===== src/rtl/calc_core_n.sv =====
// calc_core_n: keypad-driven NDIG-digit BCD sign-magnitude calculator core.
// Keys arrive over a valid/ready handshake. Results are computed serially,
// one BCD digit per cycle, LSD first, after a single magnitude-compare cycle.
module calc_core_n #(
    parameter int NDIG = 4
) (
    input  logic              clk,
    input  logic              reset,
    input  logic              key_valid,
    input  logic              tipo,
    input  logic [3:0]        number,
    output logic              key_ready,
    output logic [4*NDIG-1:0] disp_bcd,
    output logic              sign,
    output logic              ovf,
    output logic              busy
);

    localparam int         W      = 4 * NDIG;
    localparam logic [3:0] NDIG_C = 4'(NDIG);

    typedef enum logic [2:0] {
        S_A    = 3'd0,
        S_OP   = 3'd1,
        S_B    = 3'd2,
        S_CALC = 3'd3,
        S_RES  = 3'd4,
        S_ERR  = 3'd5
    } state_t;

    // Shift one BCD digit into the LSD position, dropping the MSD.
    function automatic logic [W-1:0] shift_digit(input logic [W-1:0] m, input logic [3:0] d);
        logic [W-1:0] r;
        r      = m << 3'd4;
        r[3:0] = d;
        return r;
    endfunction

    // Decimal digit add: returns {carry_out, digit}.
    function automatic logic [4:0] bcd_add_digit(input logic [3:0] x, input logic [3:0] y, input logic ci);
        logic [4:0] s;
        s = {1'b0, x} + {1'b0, y} + {4'b0000, ci};
        if (s > 5'd9) begin
            return {1'b1, s[3:0] + 4'd6};
        end else begin
            return {1'b0, s[3:0]};
        end
    endfunction

    // Decimal digit subtract x - y - bi: returns {borrow_out, digit}.
    function automatic logic [4:0] bcd_sub_digit(input logic [3:0] x, input logic [3:0] y, input logic bi);
        logic [4:0] t;
        t = {1'b0, y} + {4'b0000, bi};
        if ({1'b0, x} >= t) begin
            return {1'b0, x - t[3:0]};
        end else begin
            return {1'b1, x + 4'd10 - t[3:0]};
        end
    endfunction

    // Architectural and sequencing registers
    state_t       state_r, state_s;
    logic [W-1:0] ma_r, ma_s;
    logic         sa_r, sa_s;
    logic [W-1:0] mb_r, mb_s;
    logic [3:0]   cnt_r, cnt_s;
    logic         op_r, op_s;          // 0 = add, 1 = sub
    logic         last_r, last_s;
    logic         nop_r, nop_s;        // operator to continue with after a chained calc
    logic         chain_r, chain_s;
    logic         ovf_r, ovf_s;
    logic [3:0]   step_r, step_s;      // 0 = compare cycle, 1..NDIG = digit cycles
    logic         add_mode_r, add_mode_s;
    logic         swap_r, swap_s;      // subtract mb - ma instead of ma - mb
    logic         carry_r, carry_s;
    logic [W-1:0] res_r, res_s;
    logic [W-1:0] disp_r, disp_s;
    logic         sign_r, sign_s;
    logic         busy_r, busy_s;
    logic         key_ready_r, key_ready_s;

    // Key decode and datapath temporaries
    logic         key_fire_s;
    logic         is_digit_s, is_add_s, is_sub_s, is_eq_s, is_clr_s, is_addsub_s;
    logic [3:0]   idx_s;
    logic [3:0]   x_dig_s, y_dig_s;
    logic [4:0]   dig_res_s;
    logic [W-1:0] res_w_s;
    logic         rsign_s;

    assign key_fire_s  = key_valid && key_ready_r;
    assign is_digit_s  = !tipo && (number <= 4'd9);
    assign is_add_s    = tipo && (number == 4'hA);
    assign is_sub_s    = tipo && (number == 4'hB);
    assign is_eq_s     = tipo && (number == 4'hC);
    assign is_clr_s    = tipo && (number == 4'hF);
    assign is_addsub_s = is_add_s || is_sub_s;
    assign idx_s       = step_r - 4'd1;

    // Serial digit datapath: select the current digit pair, add or subtract it, merge into the result
    always_comb begin
        x_dig_s = 4'd0;
        y_dig_s = 4'd0;
        for (int i = 0; i < NDIG; i++) begin
            if (idx_s == 4'(i)) begin
                x_dig_s = swap_r ? mb_r[4*i +: 4] : ma_r[4*i +: 4];
                y_dig_s = swap_r ? ma_r[4*i +: 4] : mb_r[4*i +: 4];
            end else begin
                x_dig_s = x_dig_s;
                y_dig_s = y_dig_s;
            end
        end
        if (add_mode_r) begin
            dig_res_s = bcd_add_digit(x_dig_s, y_dig_s, carry_r);
        end else begin
            dig_res_s = bcd_sub_digit(x_dig_s, y_dig_s, carry_r);
        end
        res_w_s = res_r;
        for (int i = 0; i < NDIG; i++) begin
            if (idx_s == 4'(i)) begin
                res_w_s[4*i +: 4] = dig_res_s[3:0];
            end else begin
                res_w_s = res_w_s;
            end
        end
        if (res_w_s == {W{1'b0}}) begin
            rsign_s = 1'b0;
        end else if (add_mode_r) begin
            rsign_s = sa_r;
        end else if (swap_r) begin
            rsign_s = op_r;
        end else begin
            rsign_s = sa_r;
        end
    end

    // Next-state, register update and output selection
    always_comb begin
        state_s    = state_r;
        ma_s       = ma_r;
        sa_s       = sa_r;
        mb_s       = mb_r;
        cnt_s      = cnt_r;
        op_s       = op_r;
        last_s     = last_r;
        nop_s      = nop_r;
        chain_s    = chain_r;
        ovf_s      = ovf_r;
        step_s     = step_r;
        add_mode_s = add_mode_r;
        swap_s     = swap_r;
        carry_s    = carry_r;
        res_s      = res_r;

        if (key_fire_s && is_clr_s) begin
            state_s = S_A;
            ma_s    = {W{1'b0}};
            sa_s    = 1'b0;
            mb_s    = {W{1'b0}};
            cnt_s   = 4'd0;
            op_s    = 1'b0;
            last_s  = 1'b0;
            nop_s   = 1'b0;
            chain_s = 1'b0;
            ovf_s   = 1'b0;
            step_s  = 4'd0;
        end else begin
            case (state_r)
                S_A: begin
                    if (key_fire_s && is_digit_s) begin
                        if (cnt_r < NDIG_C) begin
                            ma_s = shift_digit(ma_r, number);
                            // leading zeros do not use up a digit position
                            cnt_s = (cnt_r != 4'd0 || number != 4'd0) ? cnt_r + 4'd1 : cnt_r;
                        end else begin
                            ma_s = ma_r;
                        end
                    end else if (key_fire_s && is_addsub_s) begin
                        op_s    = is_sub_s;
                        state_s = S_OP;
                    end else begin
                        state_s = S_A;
                    end
                end
                S_OP: begin
                    if (key_fire_s && is_digit_s) begin
                        mb_s       = {W{1'b0}};
                        mb_s[3:0]  = number;
                        cnt_s      = (number != 4'd0) ? 4'd1 : 4'd0;
                        state_s    = S_B;
                    end else if (key_fire_s && is_addsub_s) begin
                        op_s = is_sub_s;
                    end else begin
                        state_s = S_OP;
                    end
                end
                S_B: begin
                    if (key_fire_s && is_digit_s) begin
                        if (cnt_r < NDIG_C) begin
                            mb_s  = shift_digit(mb_r, number);
                            cnt_s = (cnt_r != 4'd0 || number != 4'd0) ? cnt_r + 4'd1 : cnt_r;
                        end else begin
                            mb_s = mb_r;
                        end
                    end else if (key_fire_s && (is_addsub_s || is_eq_s)) begin
                        nop_s   = is_sub_s;
                        chain_s = is_addsub_s;
                        step_s  = 4'd0;
                        carry_s = 1'b0;
                        res_s   = {W{1'b0}};
                        state_s = S_CALC;
                    end else begin
                        state_s = S_B;
                    end
                end
                S_CALC: begin
                    if (step_r == 4'd0) begin
                        add_mode_s = (sa_r == op_r);
                        swap_s     = (ma_r < mb_r);
                        carry_s    = 1'b0;
                        step_s     = 4'd1;
                    end else begin
                        res_s   = res_w_s;
                        carry_s = dig_res_s[4];
                        if (step_r == NDIG_C) begin
                            ma_s   = res_w_s;
                            sa_s   = rsign_s;
                            last_s = op_r;
                            step_s = 4'd0;
                            if (add_mode_r && dig_res_s[4]) begin
                                ovf_s   = 1'b1;
                                state_s = S_ERR;
                            end else if (chain_r) begin
                                op_s    = nop_r;
                                state_s = S_OP;
                            end else begin
                                state_s = S_RES;
                            end
                        end else begin
                            step_s = step_r + 4'd1;
                        end
                    end
                end
                S_RES: begin
                    if (key_fire_s && is_digit_s) begin
                        ma_s      = {W{1'b0}};
                        ma_s[3:0] = number;
                        sa_s      = 1'b0;
                        cnt_s     = (number != 4'd0) ? 4'd1 : 4'd0;
                        state_s   = S_A;
                    end else if (key_fire_s && is_addsub_s) begin
                        op_s    = is_sub_s;
                        state_s = S_OP;
                    end else if (key_fire_s && is_eq_s) begin
                        // repeat the previous operation with the unchanged entry
                        op_s    = last_r;
                        chain_s = 1'b0;
                        step_s  = 4'd0;
                        carry_s = 1'b0;
                        res_s   = {W{1'b0}};
                        state_s = S_CALC;
                    end else begin
                        state_s = S_RES;
                    end
                end
                S_ERR: begin
                    state_s = S_ERR;
                end
                default: begin
                    state_s = S_A;
                end
            endcase
        end

        if (state_s == S_B || state_s == S_CALC) begin
            disp_s = mb_s;
            sign_s = 1'b0;
        end else begin
            disp_s = ma_s;
            sign_s = sa_s;
        end
        busy_s      = (state_s == S_CALC);
        key_ready_s = (state_s != S_CALC);
    end

    // State and output registers with synchronous reset
    always_ff @(posedge clk) begin
        if (reset) begin
            state_r     <= S_A;
            ma_r        <= {W{1'b0}};
            sa_r        <= 1'b0;
            mb_r        <= {W{1'b0}};
            cnt_r       <= 4'd0;
            op_r        <= 1'b0;
            last_r      <= 1'b0;
            nop_r       <= 1'b0;
            chain_r     <= 1'b0;
            ovf_r       <= 1'b0;
            step_r      <= 4'd0;
            add_mode_r  <= 1'b0;
            swap_r      <= 1'b0;
            carry_r     <= 1'b0;
            res_r       <= {W{1'b0}};
            disp_r      <= {W{1'b0}};
            sign_r      <= 1'b0;
            busy_r      <= 1'b0;
            key_ready_r <= 1'b1;
        end else begin
            state_r     <= state_s;
            ma_r        <= ma_s;
            sa_r        <= sa_s;
            mb_r        <= mb_s;
            cnt_r       <= cnt_s;
            op_r        <= op_s;
            last_r      <= last_s;
            nop_r       <= nop_s;
            chain_r     <= chain_s;
            ovf_r       <= ovf_s;
            step_r      <= step_s;
            add_mode_r  <= add_mode_s;
            swap_r      <= swap_s;
            carry_r     <= carry_s;
            res_r       <= res_s;
            disp_r      <= disp_s;
            sign_r      <= sign_s;
            busy_r      <= busy_s;
            key_ready_r <= key_ready_s;
        end
    end

    assign key_ready = key_ready_r;
    assign disp_bcd  = disp_r;
    assign sign      = sign_r;
    assign ovf       = ovf_r;
    assign busy      = busy_r;

endmodule


===== config.mk =====
export PLATFORM = sky130hd
export DESIGN_NAME = calc_core_n
export DESIGN_NICKNAME = d
export VERILOG_FILES = /design/src/rtl/calc_core_n.sv
export SDC_FILE = /design/constraint.sdc
export NUM_CORES = 1
export LEC_CHECK = 0
export CORE_MARGIN = 2
export CORE_UTILIZATION = 28
export CTS_BUF_LIST = sky130_fd_sc_hd__clkbuf_8
export DETAILED_ROUTE_END_ITERATION = 10
export HOLD_SLACK_MARGIN = 0.1
export PLACE_DENSITY = 0.44
export SYNTH_ARGS = -nofsm -noshare
export SYNTH_HDL_FRONTEND = slang
export SYNTH_SLANG_ARGS = --single-unit

===== constraint.sdc =====
create_clock -name clk -period 8.2 [get_ports clk]
set_clock_uncertainty 0.15 [all_clocks]
set_input_delay 1.64 -clock clk [delete_from_list [all_inputs] [get_ports clk]]
set_output_delay 1.64 -clock clk [all_outputs]
set_load 0.005 [all_outputs]

After elaboration in Yosys (flattened, before gate mapping)
Cells that the tools add are included.

word-level totals
  register bits after elaboration = 87
  latch bits = 0
  memory bits (writable) = 0
  memory bits (read-only) = 0
  input port bits = 8
  output and inout port bits = 20
  word-level logic and storage cells = 212
  memories = 0

cells by class
  add/subtract/negate cells = 10
  $mul = 0
  div/mod/pow operators = 0
  magnitude comparators = 5
  eq/ne operators = 33
  shift operators = 0
  mux-type cells = 100
  bitwise logic cells = 3
  reduce and logical (&&, ||, !) cells = 42

operators by type and width
  cell                                           count
  two-way mux 16 bit                             17
  two-way mux 4 bit                              31
  one-hot mux 16 bit (3 select lines)            2
  two-way mux 3 bit                              12
  one-hot mux 16 bit (2 select lines)            1
  two-way mux 1 bit                              27
  != test 2 bit, second input constant           10
  one-hot mux 3 bit (6 select lines)             1
  == test 4 bit, second input constant           4
  zero test 16 bit                               1
  less-than comparator 16 bit                    1
  two-way mux 5 bit                              3
  == test 3 x 2 -> 1 bit, second input constant  4
  logical AND 1 bit                              12
  one-hot mux 4 bit (3 select lines)             1
  AND reduction 6 bit                            2
  != test 2 x 1 -> 1 bit, second input constant  5
  OR reduction 2 bit                             5
  AND reduction 3 bit                            3
  AND reduction 9 bit                            1
  adder 4 x 1 -> 4 bit, second input constant    2
  == test 4 x 2 -> 1 bit, second input constant  2
  zero test 4 bit                                2
  one-hot mux 4 bit (2 select lines)             1
  other kinds (31)                               43

Depth between registers and ports, before layout
Gate-level depths: netlist of the first run.

  word-level depth = 20
  gate-level depth with buffers = 25

Least setup slack after synthesis of the first run
OpenSTA, ideal clock, no wires.

  kind = flip-flop to flip-flop
  start = reg step_r[0]
  end = reg sa_r
  data arrival time = 4848 ps
  required time = 7959 ps
  setup slack = 3111 ps
  stages on the path, launching flop included = 25
  buffers on the path = 2
  period minus slack after synthesis = 5089 ps
  cells stage by stage = dfxtp_1 -> inv_1 -> ha_1 -> o41ai_2 -> clkbuf_1 -> and2_1 -> buf_2 -> nor3_1 -> a21oi_1 -> mux2_2 -> inv_1 -> ha_1 -> ha_1 -> inv_1 -> ha_1 -> inv_1 -> ha_1 -> fa_1 -> xor2_1 -> xnor2_1 -> inv_1 -> a211o_1 -> nand2_1 -> o32ai_1 -> a311oi_1

on the way
  word-level cells in the longest chain between the ends = 18
  elaborated cells on any way between the ends = 37
  classes of those cells = add/sub (8); order compare (2); eq/ne (4); mux (20); reduce/logical (3)

ends and longest elaborated chain
  element                                                                     RTL line  RTL
  start, declared                                                             72        logic [3:0] step_r, step_s;
  start signal, assigned                                                      319       step_r <= step_s;
  subtractor 4 x 1 -> 4 bit                                                   98        assign idx_s = step_r - 4'd1;
  zero test 4 bit                                                             105, 120
  two-way mux 4 bit (4 in series)                                             105       if (idx_s == 4'(i)) begin
  adder 4 x 4 -> 5 bit                                                        42        s = {1'b0, x} + {1'b0, y} + {4'b0000, ci};
  adder 5 x 1 -> 5 bit                                                        42
  adder 4 x 3 -> 4 bit / > comparator 5 x 4 -> 1 bit (equally long branches)  44, 43
  two-way mux 5 bit                                                           43        if (s > 5'd9) begin
  two-way mux 5 bit                                                           113       if (add_mode_r) begin
  two-way mux 4 bit                                                           120       if (idx_s == 4'(i)) begin
  zero test 16 bit                                                            126       if (res_w_s == {W{1'b0}}) begin
  two-way mux 1 bit                                                           126
  two-way mux 1 bit                                                           225       if (step_r == NDIG_C) begin
  two-way mux 1 bit (*)                                                       217       if (step_r == 4'd0) begin
  one-hot mux 1 bit (2 select lines) (*)                                      168       case (state_r)
  two-way mux 1 bit (*)                                                       155       if (key_fire_s && is_clr_s) begin
  end signal, assigned                                                        311       sa_r <= sa_s;
  end, declared                                                               64        logic sa_r, sa_s;

Mark *: on every way between the ends. The rest lies on a longest branch, timed or not.
A chain may end at the register's enable or synchronous reset.

Worst setup path in the final report of the first run
  start = reg step_r[0]
  end = reg sign_r, in the netlist sign

on the way
  word-level cells in the longest chain between the ends = 20
  elaborated cells on any way between the ends = 47
  classes of those cells = add/sub (8); order compare (2); eq/ne (6); mux (25); reduce/logical (6)

ends and longest elaborated chain
  element                             RTL line  RTL
  subtractor 4 x 1 -> 4 bit           98
  zero test 4 bit                     105, 120
  two-way mux 4 bit (4 in series)     105
  adder 4 x 4 -> 5 bit                42
  adder 5 x 1 -> 5 bit                42
  > comparator 5 x 4 -> 1 bit         43
  two-way mux 5 bit                   43
  two-way mux 5 bit                   113
  logical AND 1 bit                   230       if (add_mode_r && dig_res_s[4]) begin
  two-way mux 3 bit                   230
  two-way mux 3 bit                   225
  two-way mux 3 bit                   217
  one-hot mux 3 bit (6 select lines)  168
  two-way mux 3 bit                   155
  == test 3 x 2 -> 1 bit              275       if (state_s == S_B || state_s == S_CALC) begin
  logical OR 1 bit                    275
  OR reduction 2 bit (no line)        n/a
  end signal, assigned                325       sign_r <= sign_s;
  end, declared                       78        logic sign_r, sign_s;

Parallel ways exist; a longest one is shown, timed or not.

==> results of run 1 <==
==> state kept, by name (all words and copies together) (netlist names) <==
signal      cells
step_r          4
chain_r         1
state_r         3
sa_r            1
busy            1
last_r          1
carry_r         1
cnt_r           4
mb_r           16
ma_r           16
op_r            1
sign            1
disp_bcd       16
swap_r          1
res_r          16
ovf             1
nop_r           1
add_mode_r      1
key_ready       1
==> final cells by class <==
type / instances / area share [%]
inverters: 34 / 2.02
clock inverters: 5 / 0.933
well taps: 270 / 5.36
clock buffers: 10 / 2.18
multi-input cells: 538 / 57.0
flip-flops and latches: 87 / 27.6
repair buffers: 32 / 4.88
==> path summary, 6_finish.rpt <==
kind	to	slack, ns
worst min register to register	last_r	0.32
worst max register to register	sign	2.27
worst min-delay path	last_r	0.32
worst max-delay path	sign	2.27
==> routing by layer <==
layer / global-route usage [%] / wire, um / vias up
li1: - / - / 2587
met1: 24.6 / 9210 / 2607
met2: 29.5 / 8680 / 141
met3: 2.69 / 861 / 26
met4: 6.80 / 419 / 0
met5: 0 / 0 / -
==> critical path: stages (launching register included) <==
cell and delay (ns):
dfxtp_1 0.50, inv_1 0.13, ha_1 0.26, o41ai_2 0.33, buf_4 0.23, and2_1 0.64, a221oi_1 0.11, a211oi_1 0.25
a21oi_1 0.10, mux2_2 0.33, fa_1 0.43, inv_1 0.08, fa_1 0.45, o22a_1 0.20, o221ai_1 0.18, o31ai_1 0.15
mux2i_1 0.16, a32o_1 0.22, a21o_1 0.31, o32ai_1 0.42, a31oi_1 0.15
==> layout by cell type (no fill, tap or decap), types with 5 or more instances in the layout <==
| cell | Yosys | routed |
|---|---|---|
| ha_1 | 35 | 35 |
| nand2b_1 | 7 | 7 |
| o21ai_0 | 41 | 41 |
| nor3_1 | 16 | 16 |
| nand2_1 | 50 | 50 |
| xnor2_1 | 7 | 7 |
| and2_1 | 10 | 10 |
| buf_4 | 3 | 5 |
| nor2b_1 | 10 | 10 |
| clkdlybuf4s50_1 | 0 | 27 |
| nand4_1 | 7 | 7 |
| o21a_1 | 5 | 5 |
| nor2_1 | 87 | 87 |
| nor4_1 | 6 | 6 |
| nand3_1 | 17 | 17 |
| a21o_1 | 9 | 9 |
| inv_1 | 34 | 34 |
| a221oi_1 | 9 | 9 |
| a31oi_1 | 17 | 17 |
| and3_1 | 9 | 9 |
| dfxtp_1 | 87 | 87 |
| mux2i_1 | 17 | 17 |
| clkbuf_8 | 0 | 10 |
| a32oi_1 | 12 | 12 |
| o211ai_1 | 11 | 11 |
| a21oi_1 | 44 | 44 |
| a22oi_1 | 25 | 25 |
==> cell usage after synthesis (all sizes together), types with 6 or more instances <==
library cell	n
nor3	16
a31oi	17
mux2	6
nor4	8
o21ai	46
nand2	51
and2	10
nand2b	7
a32oi	12
mux2i	17
ha	35
a22oi	25
nand4	8
nand3	18
nor2	87
buf	14
o211ai	11
nor2b	10
a221oi	9
inv	34
a21oi	46
clkbuf	32
and3	9
a21o	9
xnor2	7
dfxtp	87
==> where the power goes <==
group	internal, mW	leakage (nW)	switching, mW
logic	0.0149	1.48	0.0273
registers	0.425	0.701	0.00289
clock network	0.148	0.0944	0.169
total	0.587	2.28	0.200
==> kinds of logic (layout without fill, tap and decap cells) <==
group | Yosys count | count (layout) | synth area share [%]
AO/OA/AOI/OAI | 219 | 219 | 26.6
buffers and inverters | 80 | 81 | 5.97
AND/OR/NAND/NOR | 248 | 248 | 22.0
adder cells (fa/ha/maj) | 39 | 39 | 9.13
flip-flops | 87 | 87 | 30.7
XOR/XNOR | 9 | 9 | 1.39
multiplexers | 23 | 23 | 4.19
==> impl_metrics.yaml, run 1 <==
run_status:
  outcome: "completed"
power_and_ir_drop:
  leakage_nw: 2.28
  fin_total_pwr_mw: 0.787
  vdd_drop_max_uv: 57.0
  p_per_area_nw_per_um2: 125
die:
  dieArea_um2: 21400
  die_w_um: 146
  start_util_pct: 28.3
  io_pins: 28
  core_area_um2: 20000
  fp.dieH_um: 146
  rows: 52
finish:
  seq_area_um2: 1740
  nFillCells: 2186
  final_cells: 976
  drive_above_1_share_pct: 6.37
  fin_nets: 749
  final_area_um2: 6310
  antenna_cells: 0
  final_util_pct: 31.5
  multi_input_area_um2: 3590
  area_delta_synth_final_pct: 11.1
worst_setup_path:
  path_max_fanout: 22
  cp.arrival_ns: 6.03
  end_kind: "register"
  worstSetupStartpointType: "register"
  rr_worst_depth: 20
  criticalPathCategory: "register to register"
  crit_start: "step_r[0]"
  r2r-start: "step_r[0]"
  worstPathRequired_ns: 8.31
yosys:
  synth_flop_cell: "dfxtp_1"
  netlist.area_leader.share_pct: 30.7
  synth-edff-count: 0
  syn-instance-count: 705
  yosysUniqueCellTypes: 77
  async_reset_ff_share_pct: 0
  ys_seq_area_share_pct: 30.7
  synth_area_um2: 5680
  synth_area_leaders: "dfxtp_1 31%, ha_1 7.7%, nor2_1 5.8%"
  yosysTopAreaCell: "dfxtp_1"
  ys.warnings.count: 0
  synth-seq-cells: 87
  avgSynthCellArea_um2: 8.05
  syn_nets: 752
detailed_routing:
  drt_pass1_iterations: 5
  wire_per_inst_um: 19.6
  vias_per_cell: 5.49
  vias: 5361
  drt_iter0_drc: 411
  postRouteAntennaNets: 0
  routed_wl_um: 19200
  post-route-drc-count: 0
clocking:
  clock_sinks: 87
  cts_tree: "done"
  cts_buffer_depth: 2
  numCtsBuffers: 9
  cts_hold_buf: 0
  clockRootBuffer: "clkbuf_8"
  cts.htree.levels: 3
  cts_setup_buffers: 0
  clk_pin_slew_worst_paths_ns: 0.09
  post_cts_resized: 0
  clkLatencyLatePin_ns: 0.39
global_route:
  grt_overflow_total: 0
  grt_pass1_vias: 5248
  antenna_found_initial: 0
  grt_first_pass_wirelength_um: 30400
  grt_max_degree: 27
  track_usage_pct: 18.2
sta:
  fmax_mhz: 169
  finalSetupViolations: 0
  slew_viol_final: 0
  tns_ns: 0
  setup_slack_ns: 2.27
  grt_setup_unrepaired: "no"
  worst_slew_pin_slew_ns: 1.16
  min_period_over_period_pct: 72.3
  hold_viol_final: 0
  holdWs_ns: 0.319
  slew_headroom_pct: 22.2
  final.min_clock_period_ns: 5.93
worst_hold_path:
  hold_class: "register to register"
  hp-start: "last_r"
  worstHoldPathCells: 2
flow_run:
  drv_cap: 0
placed_design:
  io_buffers: 27
  preCtsSetupSlack_ns: 2.27
  place_area_um2: 6110
  dp_hpwl_um: 14300
  gp_congestion: 0.853
  dp.cells: 961
(Power assumes the default switching activity.)
==> inputs of run 2 (changes only) <==
--- a/config.mk
+++ b/config.mk
@@ -10,7 +10,7 @@
 export CTS_BUF_LIST = sky130_fd_sc_hd__clkbuf_8
 export DETAILED_ROUTE_END_ITERATION = 10
 export HOLD_SLACK_MARGIN = 0.1
-export PLACE_DENSITY = 0.44
+export PLACE_DENSITY = 0.46
 export SYNTH_ARGS = -nofsm -noshare
 export SYNTH_HDL_FRONTEND = slang
 export SYNTH_SLANG_ARGS = --single-unit
==> constraint.sdc (replaced) <==
create_clock -name clk -period 5 [get_ports clk]
set_clock_uncertainty 0.15 [all_clocks]
set_input_delay 1 -clock clk [delete_from_list [all_inputs] [get_ports clk]]
set_output_delay 1 -clock clk [all_outputs]
set_load 0.005 [all_outputs]
==> impl_metrics.yaml, run 2 (synthesized netlist as in run 1, its figures left out) <==
run_status:
  outcome: "completed"
die:
  core_area_um2: 20000
  start_util_pct: 28.3
  rows: 52
  fp.dieH_um: 146
  io_pins: 28
  die_w_um: 146
  dieArea_um2: 21400
worst_setup_path:
  worstPathRequired_ns: 5.15
  end_kind: "register"
  crit_slowest_cell: "a2111oi_1"
  path_cells: "inv_1 -> ha_4 -> nand3b_1 -> o41ai_4 -> clkbuf_16 -> and3b_2 -> buf_4 -> a221o_1 -> a22oi_2 -> mux2i_2 -> buf_4 -> ha_1 -> nor2b_1 -> o21a_1 -> or3_1 -> a2111oi_1 -> a211oi_2 -> buf_4 -> nand3_1 -> o211ai_1 -> a31oi_1"
  path_max_fanout: 6
  worstSetupStartpointType: "register"
  cp.arrival_ns: 5.00
  crit_top_cell: "buf_4"
  slowest_delay_ns: 0.50
  criticalPathCategory: "register to register"
finish:
  drive_above_1_share_pct: 20.7
  final_cell_mix: "85 x dfxtp_1, 84 x nor2_1, 72 x buf_4, 47 x nand2_1, 43 x a21oi_1"
  final_area_um2: 7130
  fin_nets: 818
  final_common_cell: "dfxtp_1"
  area_delta_synth_final_pct: 25.6
  final_util_pct: 35.6
  nFillCells: 2152
  antenna_cells: 0
sta:
  hold_viol_final: 0
  finalSetupViolations: 0
  slew_headroom_pct: 53.0
  worst_slew_pin_slew_ns: 0.705
  final.min_clock_period_ns: 4.84
  min_period_over_period_pct: 96.9
  grt_setup_unrepaired: "yes"
  fmax_mhz: 206
  slew_viol_final: 0
flow_run:
  drv_cap: 0
clocking:
  clk_pin_slew_worst_paths_ns: 0.09
  cts.htree.levels: 3
  numCtsBuffers: 9
  clockRootBuffer: "clkbuf_8"
  cts_buffer_depth: 2
  clkLatencyLatePin_ns: 0.38
  clock_sinks: 87
  cts_hold_buf: 0
  cts_tree: "done"
detailed_routing:
  vias: 5743
  wire_per_inst_um: 19.0
  wl_met1_um: 9290
  drt_pass1_iterations: 5
  routed_wl_um: 19900
  postRouteAntennaNets: 0
  drt_iter0_drc: 620
  wl_met3_um: 1070
  post-route-drc-count: 0
  vias_per_cell: 5.49
  highest_layer: "met4"
  wl_met2_um: 8770
global_route:
  antenna_found_initial: 0
  grt_overflow_total: 0
  track_usage_pct: 18.2
  grt_first_pass_wirelength_um: 30500
  grt_max_degree: 27
  grt_pass1_vias: 5434
placed_design:
  gp_congestion: 0.898
  place_area_um2: 6450
  io_buffers: 27
  dp_hpwl_um: 14500
power_and_ir_drop:
  p_per_area_nw_per_um2: 181
  leakage_nw: 2.68
  vdd_drop_max_uv: 87.8
worst_hold_path:
  hold_class: "register to register"
==> run 2: cell types whose count changed in the layout (fill, tap and decap cells not counted), sizes merged <==
cell	before	now
buf	5	72
clkinv	2	4
clkinvlp	2	0
inv	34	36
a21o	9	10
==> run 2: power by group <==
part,switching [mW],total [mW],internal [mW]
sequential,0.00477,0.701,0.696
combinational,0.0439,0.0695,0.0256
clock,0.286,0.518,0.233
==> run 2: worst max-delay path, delay by kind of cell, from the launching register on <==
kind | cells | cell delay [ns]
buffers and inverters | 5 | 0.77
adder cells (fa/ha/maj) | 2 | 0.46
flip-flops | 1 | 0.35
AND/OR/NAND/NOR | 5 | 0.98
multiplexers | 1 | 0.16
AO/OA/AOI/OAI | 8 | 1.91
==> run 2: final timing paths <==
check                 start     endpoint  slack [ns]  cells after the start
setup / recovery  step_r[1]  disp_bcd[3]        0.16                     21
setup reg to reg  step_r[1]  disp_bcd[3]        0.16                     21
hold reg to reg      last_r       last_r        0.32                      2
hold / removal       last_r       last_r        0.32                      2
==> run 2: area by class of cell <==
class	instances	area (um^2)	share of cell area (%)
multi-input combinational	539	3890	54.6
sequential	87	1740	24.5
timing repair buffer	100	836	11.7
tap	270	338	4.74
inverter	34	128	1.79
clock buffer	9	124	1.74
clock inverter	7	71.3	1.00
==> run 2: repair_timing <==
action	in CTS	in global routing
setup buffers	18	8
pin swaps	7	17
endpoints found under the setup margin	22	47
gates cloned	0	1
resized for setup	16	46
==> run 2: metrics by stage <==
stage	setup slack [ns]	power, mW	setup TNS, ns	hold slack, ns	instances
after floorplan	0.00902	0.757	0	0.287	705
after global placement	-0.0474	0.786	-0.0474	0.306	1003
after detailed placement	-0.203	0.785	-1.42	0.313	1003
after CTS	-0.00534	1.30	-0.00692	0.326	1037
after global routing	-0.0910	1.34	-0.907	0.342	1046
final	0.156	1.29	0	0.324	1046
==> run 2: routing by layer <==
layer	global-route usage [%]	vias to the layer above
li1	-	2733
met1	25.2	2762
met2	27.9	199
met3	2.75	49
met4	8.74	0
met5	0	-
